===== src/rtl/audio_mix_n.sv =====
`default_nettype none
// ============================================================================
// Module   : audio_mix_n
// Purpose  : N-channel audio mixer with per-channel gain and enable. It keeps
//            the most recent sample of every source. When frame_start arrives
//            it mixes them with one time-multiplexed MAC, then saturates the
//            result to DATA_W bits.
// Ports    : clk, rst            - clock, synchronous active-high reset
//            ch_valid/ch_data    - per-channel sample strobes and samples
//            ch_en               - per-channel enable (0 = muted)
//            frame_start         - one-cycle mix request
//            gain_wr/addr/wdata  - shadow gain write port
//            busy                - mix in progress
//            dout/dout_valid     - mixed sample and its one-cycle strobe
//            clip                - saturation flag, pulses with dout_valid
//            frame_overrun       - frame_start dropped because busy
//            clip_cnt            - saturating count of clipped frames
// Revision : 1.0 - initial release
// ============================================================================
module audio_mix_n #(
    parameter int N_CH      = 4,
    parameter int DATA_W    = 16,
    parameter int GAIN_W    = 8,
    parameter int GAIN_FRAC = 6,
    parameter int ACC_W     = DATA_W + GAIN_W + $clog2(N_CH) + 1
) (
    input  logic                    clk,
    input  logic                    rst,
    input  logic [N_CH-1:0]         ch_valid,
    input  logic [N_CH*DATA_W-1:0]  ch_data,
    input  logic [N_CH-1:0]         ch_en,
    input  logic                    frame_start,
    input  logic                    gain_wr,
    input  logic [$clog2(N_CH)-1:0] gain_addr,
    input  logic [GAIN_W-1:0]       gain_wdata,
    output logic                    busy,
    output logic [DATA_W-1:0]       dout,
    output logic                    dout_valid,
    output logic                    clip,
    output logic                    frame_overrun,
    output logic [15:0]             clip_cnt
);

    localparam int IDX_W  = $clog2(N_CH);
    localparam int PROD_W = DATA_W + GAIN_W + 1;

    localparam logic [GAIN_W-1:0]       GAIN_UNITY = GAIN_W'(1 << GAIN_FRAC);
    localparam logic [IDX_W-1:0]        LAST_IDX   = IDX_W'(N_CH - 1);
    localparam logic signed [ACC_W-1:0] SAT_MAX    = ACC_W'((1 << (DATA_W - 1)) - 1);
    // The bitwise complement of 0..011..1 is 1..100..0, which is the most negative DATA_W value.
    localparam logic signed [ACC_W-1:0] SAT_MIN    = ~SAT_MAX;

    typedef enum logic [1:0] {
        S_IDLE  = 2'd0,
        S_ACCUM = 2'd1,
        S_SAT   = 2'd2,
        S_OUT   = 2'd3
    } state_t;

    state_t state;

    logic signed [DATA_W-1:0] in_data   [N_CH];
    logic signed [DATA_W-1:0] hold      [N_CH];
    logic signed [DATA_W-1:0] next_hold [N_CH];
    logic signed [DATA_W-1:0] snap      [N_CH];
    logic [GAIN_W-1:0]        shadow    [N_CH];
    logic [GAIN_W-1:0]        next_gain [N_CH];
    logic [GAIN_W-1:0]        gain_s    [N_CH];
    logic [N_CH-1:0]          en_s;
    logic [IDX_W-1:0]         idx;
    logic signed [ACC_W-1:0]  acc;

    logic                     gain_addr_ok;
    logic signed [PROD_W-1:0] prod;
    logic signed [ACC_W-1:0]  term;
    logic signed [ACC_W-1:0]  sum;
    logic                     sat_hi;
    logic                     sat_lo;
    logic [DATA_W-1:0]        sat_val;

    assign gain_addr_ok = (int'(gain_addr) < N_CH);

    // next_hold and next_gain give the values that will be current after this
    // edge. The snapshot reads them, so a sample or gain written in the
    // frame_start cycle is already used in that mix.
    generate
        for (genvar i = 0; i < N_CH; i++) begin : g_ch
            assign in_data[i]   = ch_data[i*DATA_W +: DATA_W];
            assign next_hold[i] = ch_valid[i] ? in_data[i] : hold[i];
            assign next_gain[i] = (gain_wr && gain_addr_ok && (gain_addr == IDX_W'(i)))
                                  ? gain_wdata : shadow[i];
        end
    endgenerate

    // The gain gets a zero sign bit so that the whole 0..255 range counts as positive.
    assign prod = PROD_W'(snap[idx]) * PROD_W'($signed({1'b0, gain_s[idx]}));
    assign term = en_s[idx] ? ACC_W'(prod) : '0;

    // The arithmetic shift rounds toward minus infinity. For example, -65/64 becomes -2.
    assign sum     = acc >>> GAIN_FRAC;
    assign sat_hi  = (sum > SAT_MAX);
    assign sat_lo  = (sum < SAT_MIN);
    assign sat_val = sat_hi ? SAT_MAX[DATA_W-1:0] :
                     sat_lo ? SAT_MIN[DATA_W-1:0] : sum[DATA_W-1:0];

    assign busy          = (state != S_IDLE);
    assign frame_overrun = frame_start && busy;

    always_ff @(posedge clk) begin
        if (rst) begin
            state      <= S_IDLE;
            idx        <= '0;
            acc        <= '0;
            en_s       <= '0;
            dout       <= '0;
            dout_valid <= 1'b0;
            clip       <= 1'b0;
            clip_cnt   <= '0;
            for (int i = 0; i < N_CH; i++) begin
                hold[i]   <= '0;
                snap[i]   <= '0;
                shadow[i] <= GAIN_UNITY;
                gain_s[i] <= GAIN_UNITY;
            end
        end else begin
            for (int i = 0; i < N_CH; i++) begin
                hold[i]   <= next_hold[i];
                shadow[i] <= next_gain[i];
            end
            dout_valid <= 1'b0;
            clip       <= 1'b0;

            case (state)
                S_IDLE: begin
                    if (frame_start) begin
                        for (int i = 0; i < N_CH; i++) begin
                            snap[i]   <= next_hold[i];
                            gain_s[i] <= next_gain[i];
                        end
                        en_s  <= ch_en;
                        acc   <= '0;
                        idx   <= '0;
                        state <= S_ACCUM;
                    end
                end
                S_ACCUM: begin
                    acc <= acc + term;
                    idx <= idx + 1'b1;
                    if (idx == LAST_IDX) begin
                        state <= S_SAT;
                    end
                end
                S_SAT: begin
                    dout       <= sat_val;
                    clip       <= sat_hi || sat_lo;
                    dout_valid <= 1'b1;
                    state      <= S_OUT;
                end
                S_OUT: begin
                    if (clip && (clip_cnt != 16'hFFFF)) begin
                        clip_cnt <= clip_cnt + 16'd1;
                    end
                    state <= S_IDLE;
                end
                default: state <= S_IDLE;
            endcase
        end
    end

endmodule
`default_nettype wire

===== config.mk =====
export PLATFORM = sky130hd
export DESIGN_NAME = audio_mix_n
export DESIGN_NICKNAME = d
export VERILOG_FILES = /design/src/rtl/audio_mix_n.sv
export SDC_FILE = /design/constraint.sdc
export NUM_CORES = 1
export LEC_CHECK = 0
export CORE_MARGIN = 1
export CORE_UTILIZATION = 55
export CTS_CLUSTER_DIAMETER = 120
export CTS_CLUSTER_SIZE = 10
export DETAILED_ROUTE_END_ITERATION = 16
export DONT_BUFFER_PORTS = 1
export GPL_TIMING_DRIVEN = 0
export PLACE_DENSITY_LB_ADDON = 0.05
export SETUP_SLACK_MARGIN = 0.4
export SLEW_MARGIN = 20
export SYNTH_ARGS = -nofsm -noshare
export SYNTH_HDL_FRONTEND = slang
export SYNTH_SLANG_ARGS = --single-unit

===== constraint.sdc =====
create_clock -name clk -period 10.9 [get_ports clk]
set_input_delay 2.18 -clock clk [delete_from_list [all_inputs] [get_ports clk]]
set_output_delay 2.18 -clock clk [all_outputs]
set_load 0.02 [all_outputs]

# After elaboration in Yosys (flattened, before gate mapping)
# Memory sizes are Yosys's and may differ from the RTL's. A register that Yosys moved wholly into a read port is not among the register bits.
# Index checks and enable logic that the tools add are counted.
[word_totals]
inputBits = 86
mem_bits_rw = 192
mem_count = 4
out_inout_bits = 36
elab_cells = 110
ff_bits = 69
[mem_list]
columns = ["memory", "depth", "word_bits", "read_ports", "rd_clocked_by_memory_dff", "wr", "line", "text"]
rows = [
  ["hold", 4, 16, 4, 0, 4, "63", "logic signed [DATA_W-1:0] hold [N_CH];"],
  ["snap", 4, 16, 1, 1, 4, "65", "logic signed [DATA_W-1:0] snap [N_CH];"],
  ["gain_s", 4, 8, 1, 1, 4, "68", "logic [GAIN_W-1:0] gain_s [N_CH];"],
  ["shadow", 4, 8, 4, 0, 4, "66", "logic [GAIN_W-1:0] shadow [N_CH];"],
]
[classes]
muxes = 48
magnitude_cmp = 3
addsub = 3
reduce_logical = 16
eq_ne = 10
multipliers = 1
bitwise = 17
[ops]
columns = ["cell", "count"]
rows = [
  ["$mux W16", 14],
  ["$mux W8", 12],
  ["$mux W27", 2],
  ["$pmux W27 S2", 1],
  ["$add A27 B27 Y27", 1],
  ["$mul A16 B9 Y25", 1],
  ["$gt A21 B16 Y1 const B", 1],
  ["$lt A21 B16 Y1 const B", 1],
  ["$add A16 B1 Y16 const B", 1],
  ["$ne A16 B16 Y1 const B", 1],
  ["$or A1 B1 Y1", 16],
  ["$mux W2", 7],
  ["$eq A2 B2 Y1 const B", 5],
  ["$mux W1", 9],
  ["$pmux W2 S4", 1],
  ["$reduce_and A2 Y1", 4],
  ["$logic_and A1 B1 Y1", 6],
  ["$eq A2 B1 Y1 const B", 2],
  ["$logic_not A2 Y1", 2],
  ["$ne A2 B2 Y1 const B", 2],
  ["$pmux W2 S2", 1],
  ["$reduce_bool A2 Y1", 2],
  ["$lt A2 B3 Y1 const B", 1],
  ["$add A2 B1 Y2 const B", 1],
  ["other kinds (4)", 4],
]

# Logic depth before layout (Yosys ltp)
# Gate-level depths: netlist (run 1).
[depth]
ltp_word = 5
ltp_mapped = 32
ltp_nobuf = 30

# Least setup slack after synthesis (run 1)
# Ideal clock, no wire load.
[synth_timing]
path_type = "reg2reg"
startpoint = "register (tool-made name)"
endpoint = "register acc[26]"
path_buffers = 3
path_slack_ps = 3163
setup_time_ps = 63
path_stages_with_launch = 32
t_required_ps = 10837
t_arrival_ps = 7674
synth_period_minus_slack_ps = 7737
cell_sequence = "dfxtp_1 clkbuf_1 buf_1 mux4_2 clkbuf_1 nand2_1 fa_1 inv_1 fa_1 fa_1 inv_1 fa_1 inv_1 ha_1 or3_1 o221a_2 o31a_1 a21oi_1 o21bai_1 a21oi_1 xor2_1 nor2_1 ha_1 nand2_1 or2_2 nor2b_1 a211oi_1 o21ai_0 a31oi_1 and3_1 or4_1 nand3_1"
[synth_rtl]
columns = ["element", "line", "text"]
rows = [
  ["end signal: assignment", "147", "acc <= acc + term;"],
  ["end: declaration", "71", "logic signed [ACC_W-1:0] acc;"],
]

==> impl_metrics.yaml, run 1 <==
run_status:
  run_status: "finished, final reports clean"
timing:
  setup_total_negative_slack_ps: 0
  grt_setup_unrepaired: "no"
  drv_slew: 0
  slew_headroom_pct: 34.8
  timing.fmax_ghz: 0.110
  post-route-min-period_ps: 9100
  portion_of_the_clock_cycle_consumed_by_the_worst_path_in_the_final_layout_pct: 83.5
  hold_viol: 0
  setup_violations: 0
  finalClockSkew_ps: 45.0
  worst_pin_slew_ps: 977
synthesis:
  syn_area_um2: 16000
  yosys.area_share.simple_pct: 16.1
  postSynthNetCount: 1875
  yosys.area_share.adder_pct: 19.3
  synth_seq_cells: 263
  combinational_family_with_the_most_area_after_synthesis: "adder cells"
  yosys.cell_types.count: 65
  yosys_most_used_dff: "sky130_fd_sc_hd__dfxtp_1"
  synthCells: 1605
  yosysSeqAreaShare_pct: 39.0
  synthArstFlopShare_pct: 0
  post_synth_edffs: 96
  synthesis_warnings: 0
  synth_compound_area_share_pct: 7.86
  synth.mux.area_fraction_pct: 8.79
  synth_area_per_cell_um2: 9.94
  post_synth_xor_area_fraction_pct: 2.85
clock_tree:
  path_clk_slew_ps: 60
  cts_inserted_buffers: 30
  postCtsSetupBuffers: 0
  cts-root-to-sink-buffers: 3
  clock-root-buffer: "sky130_fd_sc_hd__clkbuf_16"
  cts.sinks: 263
  cts_tree: "yes"
  clock_latency_on_the_worst_skew_pair_ps: 590
  post_cts.resized_instances: 0
  cts_htree_levels: 1
  cts.hold.buffers_added: 0
power:
  power.ir.vdd_worst_mv: 0.180
  cellPowerDensity_nw_per_um2: 300
  total_leakage_power_nw: 7.53
  report.power.total_mw: 5.21
grt:
  grt_overflow: 0
  grt_max_degree: 57
  grt_pass1_vias: 11380
  grt_use_total_pct: 26.5
  grt_first_pass_wirelength_mm: 60.1
  antenna_found_initial: 0
drt:
  drt-met1-wl_mm: 16.8
  via_count: 11306
  met2_wirelength_mm: 18.2
  met3_length_mm: 2.21
  detailedRoute.firstIterationViolations: 754
  routed.top_layer: "met4"
  vias_per_cell: 5.56
  average_detailed_routed_wire_length_per_instance_um: 18.7
  drt_first_pass_iters: 5
  detail_route.wirelength_mm: 38.1
  drcViolationCount: 0
  ant_nets: 0
floorplan:
  die_width_um: 172
  die-area_um2: 29700
  die_height_um: 172
  core_area_um2: 28200
  floorplan.initialDensity_pct: 56.7
  design.portCount: 122
  floorplan.rows: 61
final_layout:
  final.fill_count: 2374
  layout.area.seq_um2: 6230
  multi_input_combinational_cell_area_um2: 8760
  final_layout_net_count: 1908
  fraction_of_final_layout_cells_sized_beyond_drive_strength_1_pct: 4.41
  antenna_cells: 0
  layoutNonFillerInstCount: 2035
  areaGrowthSynthToFinish_pct: 8.58
hold_path:
  min_path_type: "flop to flop"
critical_path:
  type_of_element_capturing_the_critical_path: "flop"
  critical_path_cell_count: 31
  timing.critical_path.fanout_max: 10
  cpLargestDelayFamily: "compound AO/OA/AOI/OAI gates"
  arrival_ps: 9610
  rrSetupSlack_ps: 1800
  critical_path.max_stage_delay_ps: 740
  startpoint_type: "flop"
  crit_end: "acc[26]$_SDFFE_PP0P_"
  crit_path_top_delay_cell: "sky130_fd_sc_hd__buf_1"
  cp_data_required_time_ps: 11410
  worst-path-buf-inv: 6
  worst-setup-path-type: "flop to flop"
  worst_r2r_endpoint: "acc[26]$_SDFFE_PP0P_"
  reg2reg_depth: 31
placement:
  globalplace.congestion: 0.916
  portBuffers: 0
  placed_cells: 1984
  detailed_place_hpwl_mm: 29.3
job:
  cap_viol_max_count: 0
logic make-up after synthesis:
| kind of cell | count (synthesis) |
|---|---|
| flops | 263 |
| compound gates | 189 |
| mux | 110 |
| buf+inv | 257 |
| xor+xnor | 52 |
| fa+ha+maj | 184 |
| simple gates | 550 |
power by group:
part	internal, mW	total, mW	switching (mW)
sequential	1.19	1.28	0.0923
clock	0.511	0.907	0.397
combinational	1.19	3.02	1.83
total	2.89	5.21	2.32
flip-flops by register name, summed over array words and instances (netlist names), 4 cells and up, named ones only:
signal	count
shadow	32
hold	64
en_s	4
gain_s	32
dout	16
clip_cnt	16
snap	64
acc	27
final cells by class:
cell class / count / share of cell area [%]
multi-input combinational: 1085 / 50.6
sequential: 263 / 35.9
clock buffer: 49 / 4.74
inverter: 183 / 3.96
tap: 378 / 2.73
buffer: 74 / 1.70
clock inverter: 2 / 0.224
timing repair buffer: 1 / 0.159
tightest hold or removal path, cell delays in order (launching register included):
cell and delay, ps:
sky130_fd_sc_hd__dfxtp_1 300, sky130_fd_sc_hd__nand2_1 50, sky130_fd_sc_hd__a21oi_1 60
layer usage:
layer / GRT usage (%) / vias to the layer above
met5: 0 / -
met4: 6.62 / 0
met3: 5.06 / 50
met2: 44.8 / 253
met1: 35.1 / 5555
li1: - / 5448
how the worst min path moves through the flow:
stage	startpoint	to	cells after the start
after detailed placement	shadow[3][2]$_SDFF_PP0_	shadow[3][2]$_SDFF_PP0_	2
after global placement	shadow[3][2]$_SDFF_PP0_	shadow[3][2]$_SDFF_PP0_	2
final	shadow[2][3]$_SDFF_PP0_	shadow[2][3]$_SDFF_PP0_	2
after floorplan	en_s[2]$_SDFFE_PP0P_	en_s[2]$_SDFFE_PP0P_	2
after CTS	shadow[3][2]$_SDFF_PP0_	shadow[3][2]$_SDFF_PP0_	2
after global routing	en_s[1]$_SDFFE_PP0P_	en_s[1]$_SDFFE_PP0P_	2
cells in the mapped netlist (3+ instances only):
| cell type | n | area [um^2] |
|---|---|---|
| sky130_fd_sc_hd__edfxtp_1 | 96 | 2880 |
| sky130_fd_sc_hd__nand2_1 | 139 | 522 |
| sky130_fd_sc_hd__xnor2_1 | 31 | 272 |
| sky130_fd_sc_hd__o21bai_1 | 6 | 45.0 |
| sky130_fd_sc_hd__nand3_1 | 15 | 75.1 |
| sky130_fd_sc_hd__a21o_1 | 16 | 120 |
| sky130_fd_sc_hd__a21oi_1 | 71 | 355 |
| sky130_fd_sc_hd__clkbuf_1 | 60 | 225 |
| sky130_fd_sc_hd__a22oi_1 | 24 | 180 |
| sky130_fd_sc_hd__o21a_1 | 5 | 37.5 |
| sky130_fd_sc_hd__nor2_1 | 162 | 608 |
| sky130_fd_sc_hd__mux4_2 | 24 | 541 |
| sky130_fd_sc_hd__buf_1 | 11 | 41.3 |
| sky130_fd_sc_hd__o21ai_1 | 3 | 15.0 |
| sky130_fd_sc_hd__nand4_1 | 8 | 50.1 |
| sky130_fd_sc_hd__nor3_1 | 98 | 490 |
| sky130_fd_sc_hd__nand2b_1 | 8 | 50.1 |
| sky130_fd_sc_hd__and4_1 | 3 | 26.3 |
| sky130_fd_sc_hd__o221a_2 | 3 | 33.8 |
| sky130_fd_sc_hd__dfxtp_1 | 167 | 3340 |
| sky130_fd_sc_hd__a31oi_1 | 3 | 18.8 |
| sky130_fd_sc_hd__nor2b_1 | 11 | 68.8 |
| sky130_fd_sc_hd__inv_1 | 183 | 687 |
| sky130_fd_sc_hd__xor2_1 | 21 | 184 |
| sky130_fd_sc_hd__o21ai_0 | 22 | 110 |
| sky130_fd_sc_hd__and3_1 | 11 | 68.8 |
| sky130_fd_sc_hd__or3_1 | 3 | 18.8 |
| sky130_fd_sc_hd__a211oi_1 | 6 | 45.0 |
| sky130_fd_sc_hd__ha_1 | 81 | 1010 |
| sky130_fd_sc_hd__mux2i_1 | 85 | 851 |
| sky130_fd_sc_hd__and2_1 | 83 | 519 |
| sky130_fd_sc_hd__fa_1 | 103 | 2060 |
cells in the final DEF (no fill, tap or decap), drive strengths merged, types with 31 or more instances in the layout:
| master | instances |
|---|---|
| a21oi | 73 |
| and2 | 83 |
| clkbuf | 109 |
| dfxtp | 167 |
| edfxtp | 96 |
| fa | 103 |
| ha | 81 |
| inv | 183 |
| mux2i | 85 |
| nand2 | 139 |
| nor2 | 162 |
| nor3 | 98 |
| xnor2 | 31 |
metrics by stage:
step	hold WS, ps	setup WS [ps]	cell area, um^2	util (%)
2_1_floorplan	433	3160	16000	-
6_report	458	1800	17300	61.5
3_5_place_dp	447	1900	16500	58.5
5_1_grt	472	1060	17300	61.5
4_1_cts	457	1860	17300	61.5
3_3_place_gp	440	2000	16400	58.3
No activity file was read; power rests on OpenSTA's default activity.
==> run 2: changes to the inputs <==
==> constraint.sdc (replaced) <==
create_clock -name clk -period 9.56 [get_ports clk]
set_input_delay 1.912 -clock clk [delete_from_list [all_inputs] [get_ports clk]]
set_output_delay 1.912 -clock clk [all_outputs]
set_load 0.02 [all_outputs]
==> run 2 against run 1 <==
Flip-flop and latch count is the same. Clock skew grew 1.3 ps. Combinational power grew 14%. Register-to-register slack lost 790 ps. Final area is essentially flat. Critical path depth grew 1. Die area is the same. Critical endpoint unchanged. Largest power group unchanged. Highest routed layer unchanged.
==> impl_metrics.yaml, run 2 (same netlist as run 1, synthesis figures left out) <==
critical_path:
  timing.critical_path.fanout_max: 10
  cp_data_required_time_ps: 10070
  arrival_ps: 9060
  rrSetupSlack_ps: 1000
  crit_path_top_delay_cell: "sky130_fd_sc_hd__fa_1"
  critical_path.max_stage_delay_ps: 590
  startpoint_type: "flop"
  worst-setup-path-type: "flop to flop"
  reg2reg_depth: 32
  type_of_element_capturing_the_critical_path: "flop"
  worst_r2r_endpoint: "acc[26]$_SDFFE_PP0P_"
final_layout:
  final_layout_net_count: 1908
  antenna_cells: 0
  layout_top_registers: "hold x64, snap x64"
  finalInstanceArea_um2: 17300
  finalCoreUtilization_pct: 61.6
  commonest_non_fill_non_tap_cell_in_the_layout: "sky130_fd_sc_hd__inv_1"
  areaGrowthSynthToFinish_pct: 8.66
  layout.cells.most_common_list: "sky130_fd_sc_hd__inv_1 (183), sky130_fd_sc_hd__dfxtp_1 (167), sky130_fd_sc_hd__nor2_1 (162)"
  fraction_of_final_layout_cells_sized_beyond_drive_strength_1_pct: 4.65
grt:
  antenna_found_initial: 0
  grt_first_pass_wirelength_mm: 60.1
  grt_overflow: 0
  grt_max_degree: 57
  grt_pass1_vias: 11380
  grt_use_total_pct: 26.5
timing:
  fin_ws_ps: 1000
  timing.fmax_ghz: 0.117
  drv_slew: 0
  setup_total_negative_slack_ps: 0
  setup_violations: 0
  post-route-min-period_ps: 8560
  portion_of_the_clock_cycle_consumed_by_the_worst_path_in_the_final_layout_pct: 89.5
  worst_pin_slew_ps: 999
  hold_viol: 0
  finalClockSkew_ps: 46.4
  slew_headroom_pct: 33.4
  grt_setup_unrepaired: "no"
  fin_worst_hold_slack_ps: 457
job:
  cap_viol_max_count: 0
floorplan:
  core_area_um2: 28200
  floorplan.initialDensity_pct: 56.7
  floorplan.rows: 61
  die_height_um: 172
  die-area_um2: 29700
  die_width_um: 172
  design.portCount: 122
power:
  total_leakage_power_nw: 7.55
  cellPowerDensity_nw_per_um2: 343
  power.ir.vdd_worst_mv: 0.211
placement:
  detailed_place_hpwl_mm: 29.3
  place_worst_setup_slack_ps: 559
  placement.cell_area_um2: 16500
  globalplace.congestion: 0.916
  portBuffers: 0
clock_tree:
  path_clk_slew_ps: 60
  cts_htree_levels: 1
  clock-root-buffer: "sky130_fd_sc_hd__clkbuf_16"
  cts.hold.buffers_added: 0
  cts_tree: "yes"
  cts_inserted_buffers: 30
  clock_latency_on_the_worst_skew_pair_ps: 600
  cts-root-to-sink-buffers: 3
  cts.sinks: 263
run_status:
  run_status: "finished, final reports clean"
drt:
  met2_wirelength_mm: 18.2
  ant_nets: 0
  drt-met1-wl_mm: 16.7
  routed.top_layer: "met4"
  drt_first_pass_iters: 7
  detailedRoute.firstIterationViolations: 746
  drcViolationCount: 0
  via_count: 11357
  average_detailed_routed_wire_length_per_instance_um: 18.7
  met3_length_mm: 2.21
  detail_route.wirelength_mm: 38.1
  vias_per_cell: 5.58
hold_path:
  min_path_type: "flop to flop"
  hold_path_depth: 2
  whs_endpoint: "shadow[2][3]$_SDFF_PP0_"
  worstHoldStart: "shadow[2][3]$_SDFF_PP0_"
run 2: cell count changes in the layout (fill, tap and decap cells not counted):
| cell | delta |
|---|---|
| sky130_fd_sc_hd__buf_1 | -2 |
| sky130_fd_sc_hd__o41ai_2 | +1 |
| sky130_fd_sc_hd__o41ai_1 | -1 |
| sky130_fd_sc_hd__clkbuf_1 | -1 |
| sky130_fd_sc_hd__clkbuf_2 | +2 |
| sky130_fd_sc_hd__clkbuf_4 | +1 |
run 2: metal layers:
layer	up-vias	global-route usage [%]
met4	0	6.62
met3	56	5.06
met2	282	44.8
met1	5568	35.1
met5	-	0
li1	5451	-
run 2: layout make-up:
type	count	area (um^2)
Inverter	183	687
Multi-Input combinational cell	1085	8770
Tap cell	378	473
Fill cell	2374	10800
Sequential cell	263	6230
Clock inverter	2	38.8
Timing Repair Buffer	1	27.5
Clock buffer	49	822
Buffer	74	300
run 2: how the worst max path moves through the flow:
stage / to / startpoint / depth (start not counted) / slack, ps
2_1_floorplan: acc[26]$_SDFFE_PP0P_ / flop / 31 / 1820
3_3_place_gp: acc[26]$_SDFFE_PP0P_ / flop / 32 / 660
3_5_place_dp: acc[26]$_SDFFE_PP0P_ / flop / 31 / 560
4_1_cts: acc[26]$_SDFFE_PP0P_ / flop / 31 / 520
5_1_grt: acc[26]$_SDFFE_PP0P_ / flop / 31 / 460
6_report: acc[26]$_SDFFE_PP0P_ / flop / 32 / 1000
run 2: timing repair:
item | 4_1_cts | 5_1_grt
gates resized for setup | 0 | 9
setup buffers | 0 | 0
setup endpoints to repair | 0 | 4
run 2: metrics by stage:
stage	power, mW	std cells
2_1_floorplan	4.12	1605
3_3_place_gp	4.89	1983
3_5_place_dp	4.96	1984
4_1_cts	6.01	2035
5_1_grt	6.51	2035
6_report	5.94	2035
run 2: power breakdown:
| part | total, mW | switching (mW) | leakage [nW] | internal, mW |
|---|---|---|---|---|
| sequential | 1.46 | 0.106 | 2.39 | 1.35 |
| combinational | 3.45 | 2.09 | 4.75 | 1.36 |
| clock | 1.03 | 0.451 | 0.408 | 0.582 |
run 2: worst max-delay path: cells and delay by family, from the launching register on:
family	cells	cell delay [ps]
muxes	1	440
AOI/OAI and AO/OA	9	1930
DFF	1	310
and+or+nand+nor	9	1690
xor gates and xnor gates	1	240
buffers and inverters	6	1320
adders and majority gates	6	2550
==> patch 1 (flow settings as in run 2) <==
Re-encode `state_t` (4 states) as one-hot, 4 bits wide.
--- a/src/rtl/audio_mix_n.sv
+++ b/src/rtl/audio_mix_n.sv
@@ -51,9 +51,9 @@
     localparam logic signed [ACC_W-1:0] SAT_MIN    = ~SAT_MAX;
 
-    typedef enum logic [1:0] {
-        S_IDLE  = 2'd0,
-        S_ACCUM = 2'd1,
-        S_SAT   = 2'd2,
-        S_OUT   = 2'd3
+    typedef enum logic [3:0] {
+        S_IDLE  = 4'b0001,
+        S_ACCUM = 4'b0010,
+        S_SAT   = 4'b0100,
+        S_OUT   = 4'b1000
     } state_t;
 
Check against the original RTL: same outputs for any inputs over 4 cycles, from zero or initial values and one cycle with rst high; so few cycles prove little.
==> patch 1 against run 2 <==
  * Sequential cell count grew 2
  * Wire length grew 2.6%
  * Synthesized area grew 0.59%
  * Final area grew 0.66%
  * Critical path depth is the same
  * Synthesized cell count grew 3.1%
  * Largest cell class unchanged
  * Count of clock-buffer cells in the layout is the same
  * Fmax shrank 0.13%
  * Worst setup slack lost 0.011 ns
  * Core utilization shrank 0.76 points
Power is not compared: it rests on default switching activity, and its combinational part moved more than twofold at a synthesized area within 25%.
==> patch 1: results (changes against run 2) <==
[layout]
final-clk-cell-share = 0.0484  ; -0.00126
drive_above_1_share = 0.0480  ; +0.00157
seq_area_frac = 0.359  ; about the same
multi_input_area_share = 0.507  ; +0.00100
num-nonclk-buffers = 81  ; +8.0%
multi_input_area_sq_mm = 0.00884  ; +0.86%
synthToLayoutAreaGrowth_pct = 8.74  ; about the same
nonClkBufAreaFrac = 0.0206  ; +0.00174
n_fill_cell = 2557  ; +7.7%
layout.cells.non_filler = 2093  ; +2.9%

[placement]
place_area_sq_mm = 0.0166  ; +0.74%
gp_congestion = 0.885  ; -3.4%

[logic_synthesis]
synth_common_cells = inv_1, dfxtp_1, nand2_1
yosysUniqueCellTypes = 61  ; -6.2%
synth_seq_cells = 265  ; +0.76%
synthXorXnorAreaFrac = 0.0240  ; -0.00453
synthTopCellsByArea = dfxtp_1, edfxtp_1, fa_1
syn_avg_cell_area_sq_um = 9.71  ; -2.4%
ys_seq_area_frac = 0.390  ; about the same

[critical_path]
crit_arrival_ns = 9.01  ; -0.05 ns

[global_routing]
grt_pass1_vias = 12081  ; +6.2%
grt_first_pass_wirelength_mm = 63.3  ; +5.4%

[clock_tree]
ctsResizeCount = 5  ; +5
insertion_delay_ns = 0.57  ; -0.03 ns

[routing]
drt-pass1-iter-count = 5  ; -2
viasPerCell = 5.57  ; -0.13%
routedWlPerCell_microns = 18.7  ; -0.27%
drt_iter0_markers = 643  ; -14%

[timing]
hold_ws_ns = 0.455  ; -0.00241 ns

[worst_hold_path]
hold_start = shadow[2][0]
hold_path_end = shadow[2][0]

[outcome]
status = finished clean

-- patch 1: changes by cell type in the layout (fill, tap and decap cells not counted), sizes merged, moves of 4 or more --
cell / delta
a21oi: +24
xnor2: -5
nor3: +9
nor2b: -6
nand2: +22
ha: -4
a22oi: -24
inv: -7
or3: +8
clkbuf: +7
o21ai: +6
nor2: -6
nand3: +32
-- patch 1: metal layers --
metal,share of wire,wire length (microns),vias up,GRT usage
li1,-,-,5623,-
met5,0,0,-,0
met4,0.029,1150,0,0.0837
met3,0.053,2080,67,0.0479
met2,0.47,18300,270,0.448
met1,0.45,17500,5705,0.352
-- patch 1: how the worst max path moves through the flow --
stage,end,slack [ns]
2_1_floorplan,acc[26],1.56
3_3_place_gp,acc[26],0.13
3_5_place_dp,acc[26],0.12
4_1_cts,acc[26],0.46
5_1_grt,acc[26],0.41
6_report,acc[26],0.99
==> patch 2 (settings of run 2) <==
Without the edit above. The parameter `GAIN_W` goes from 8 to 7.
--- a/src/rtl/audio_mix_n.sv
+++ b/src/rtl/audio_mix_n.sv
@@ -21,5 +21,5 @@
     parameter int N_CH      = 4,
     parameter int DATA_W    = 16,
-    parameter int GAIN_W    = 8,
+    parameter int GAIN_W    = 7,
     parameter int GAIN_FRAC = 6,
     parameter int ACC_W     = DATA_W + GAIN_W + $clog2(N_CH) + 1
Ports: changed (resized gain_wdata); port bits go from 122 to 121. The function was not compared with the original's and may differ.
==> patch 2 against run 2 <==
  * First-iteration DRC count decreased by 5.2%
  * Global-route usage decreased by 0.38 points
  * Synthesized cell count decreased by 5.5%
  * Power decreased by 15%
  * Final area decreased by 4.3%
  * Synthesized area decreased by 4.3%
  * Worst setup slack improved by 0.063 ns
  * Final cell count decreased by 4.7%
  * Sequential cell count decreased by 9
  * Wire length decreased by 4.1%
  * Critical endpoint is now acc[24]
  * Largest cell class unchanged
  * Largest power group unchanged
==> patch 2: results (changes against run 2) <==
[critical_path]
max_stage_delay_ns = 0.66  ; +0.07 ns
cp_slowest_cell = mux4_2
crit_path_max_fanout = 10  ; unchanged
critical_path.top_delay_family = adder cells

[worst_hold_path]
hold_path_class = reg2reg

[routing]
drt-pass1-iter-count = 5  ; -2
viasPerCell = 5.66  ; +1.4%
drc_errors = 0  ; unchanged
drt_wl_total_mm = 36.5  ; -4.1%
drt_iter0_markers = 707  ; -5.2%

[global_routing]
grt_first_pass_wirelength_mm = 58.7  ; -2.3%
grt_usage = 0.262  ; -0.00376
grt_start_max_net_pins = 52  ; -8.8%
grt_pass1_vias = 11030  ; -3.1%
grt_antenna_before_repair = 2  ; +2

[clock_tree]
root_buffer = clkbuf_16
cts_max_path_buffers = 3  ; unchanged
cts_buffers = 29  ; -3.3%
htreeDepth = 1  ; unchanged
clkTransAtPathRegs_ns = 0.06  ; about the same
insertion_delay_ns = 0.56  ; -0.04 ns

[outcome]
status = finished clean

[placement]
preCtsSetupSlack_ns = 0.674  ; +0.116 ns
hpwlAfterDp_mm = 28.3  ; -3.5%
portBuffers = 0  ; unchanged
gp_congestion = 0.866  ; -5.5%
place_area_sq_mm = 0.0158  ; -4.2%

[pwr]
leakage_nw = 7.12  ; -5.6%
peakVddDrop_mv = 0.180  ; -15%
p_int_mw = 2.87  ; -13%

[logic_synthesis]
synth_common_cells = nor2_1, dfxtp_1, inv_1
async_reset_ff_frac = 0  ; unchanged
yosysUniqueCellTypes = 65  ; unchanged
synth_edf_count = 92  ; -4.2%
synth_warnings = 0  ; unchanged
synthTopCellsByArea = dfxtp_1, edfxtp_1, fa_1
ys_seq_area_frac = 0.393  ; +0.00319

[layout]
fin_nets = 1799  ; -5.7%
top_regs = hold x64, snap x64
n_antenna_cell = 0  ; unchanged
drive_above_1_share = 0.0517  ; +0.00522

[timing]
relSlewSlack = 0.470  ; +0.136
fin_skew_ns = 0.0240  ; -0.0224 ns

## patch 2: changes by cell type in the layout (fill, tap and decap cells not counted), sizes merged, moves of 8 or more
| cell | before | now |
|---|---|---|
| inv | 183 | 156 |
| nand2 | 139 | 70 |
| nor2 | 162 | 174 |
| mux2i | 85 | 93 |
| a21oi | 73 | 56 |
| o211ai | 0 | 18 |
| fa | 103 | 87 |
| nand2b | 8 | 19 |
## patch 2: final timing paths
| check | startpoint | to | slack [ns] | depth (start not counted) |
|---|---|---|---|---|
| hold reg to reg | en_s[0] | en_s[0] | 0.45 | 2 |
| setup / recovery | flop | acc[24] | 1.07 | 32 |
| hold / removal | en_s[0] | en_s[0] | 0.45 | 2 |
| setup reg to reg | flop | acc[24] | 1.07 | 32 |
## patch 2: repair_timing
action | 4_1_cts | 5_1_grt
hold buffers | 0 | 0
endpoints found under the setup margin | 0 | 3
resized for setup | 0 | 10
setup buffers | 0 | 0
## patch 2: power groups by stage
stage,logic (mW),clock network (mW),registers [mW]
finish,2.74,0.983,1.34
global route,3.11,1.04,1.35
CTS,2.77,0.993,1.34
detailed placement,2.75,0,1.36
global placement,2.70,0,1.37
floorplan,2.09,0,1.35
## patch 2: cell type report
cell class	instances	area [sq um]
Buffer	75	293
Clock inverter	2	15.0
Clock buffer	48	797
Tap cell	372	465
Multi-Input combinational cell	1033	8410
Timing Repair Buffer	1	27.5
Fill cell	2335	10500
Inverter	154	578
Sequential cell	254	6010
## patch 2: per-stage QoR
step | power, mW | cells | utilization
final | 5.06 | 1939 | 0.612
after global routing | 5.50 | 1939 | 0.612
after detailed placement | 4.11 | 1889 | 0.582
after CTS | 5.10 | 1939 | 0.612
after floorplan | 3.44 | 1516 | -
after global placement | 4.07 | 1888 | 0.581
## patch 2: metal layers
layer,up-vias,share of wire,wire length [microns],GRT usage
li1,5248,-,-,-
met1,5384,0.46,16700,0.360
met2,282,0.46,16900,0.428
met3,56,0.059,2140,0.0449
met4,2,0.023,852,0.0723
met5,-,0.00030,11,0
## patch 2: cell families after synthesis
group / Yosys count / synth area share
AO/OA/AOI/OAI: 186 / 0.0842
XOR/XNOR: 45 / 0.0258
adder cells (fa/ha/maj): 167 / 0.180
buffers and inverters: 229 / 0.0565
flip-flops: 254 / 0.393
multiplexers: 117 / 0.0956
AND/OR/NAND/NOR: 518 / 0.165
## patch 2: tightest hold or removal path: stages (launching register included)
cell and delay, ns:
dfxtp_1 0.30, nand2_1 0.05, a21oi_1 0.05
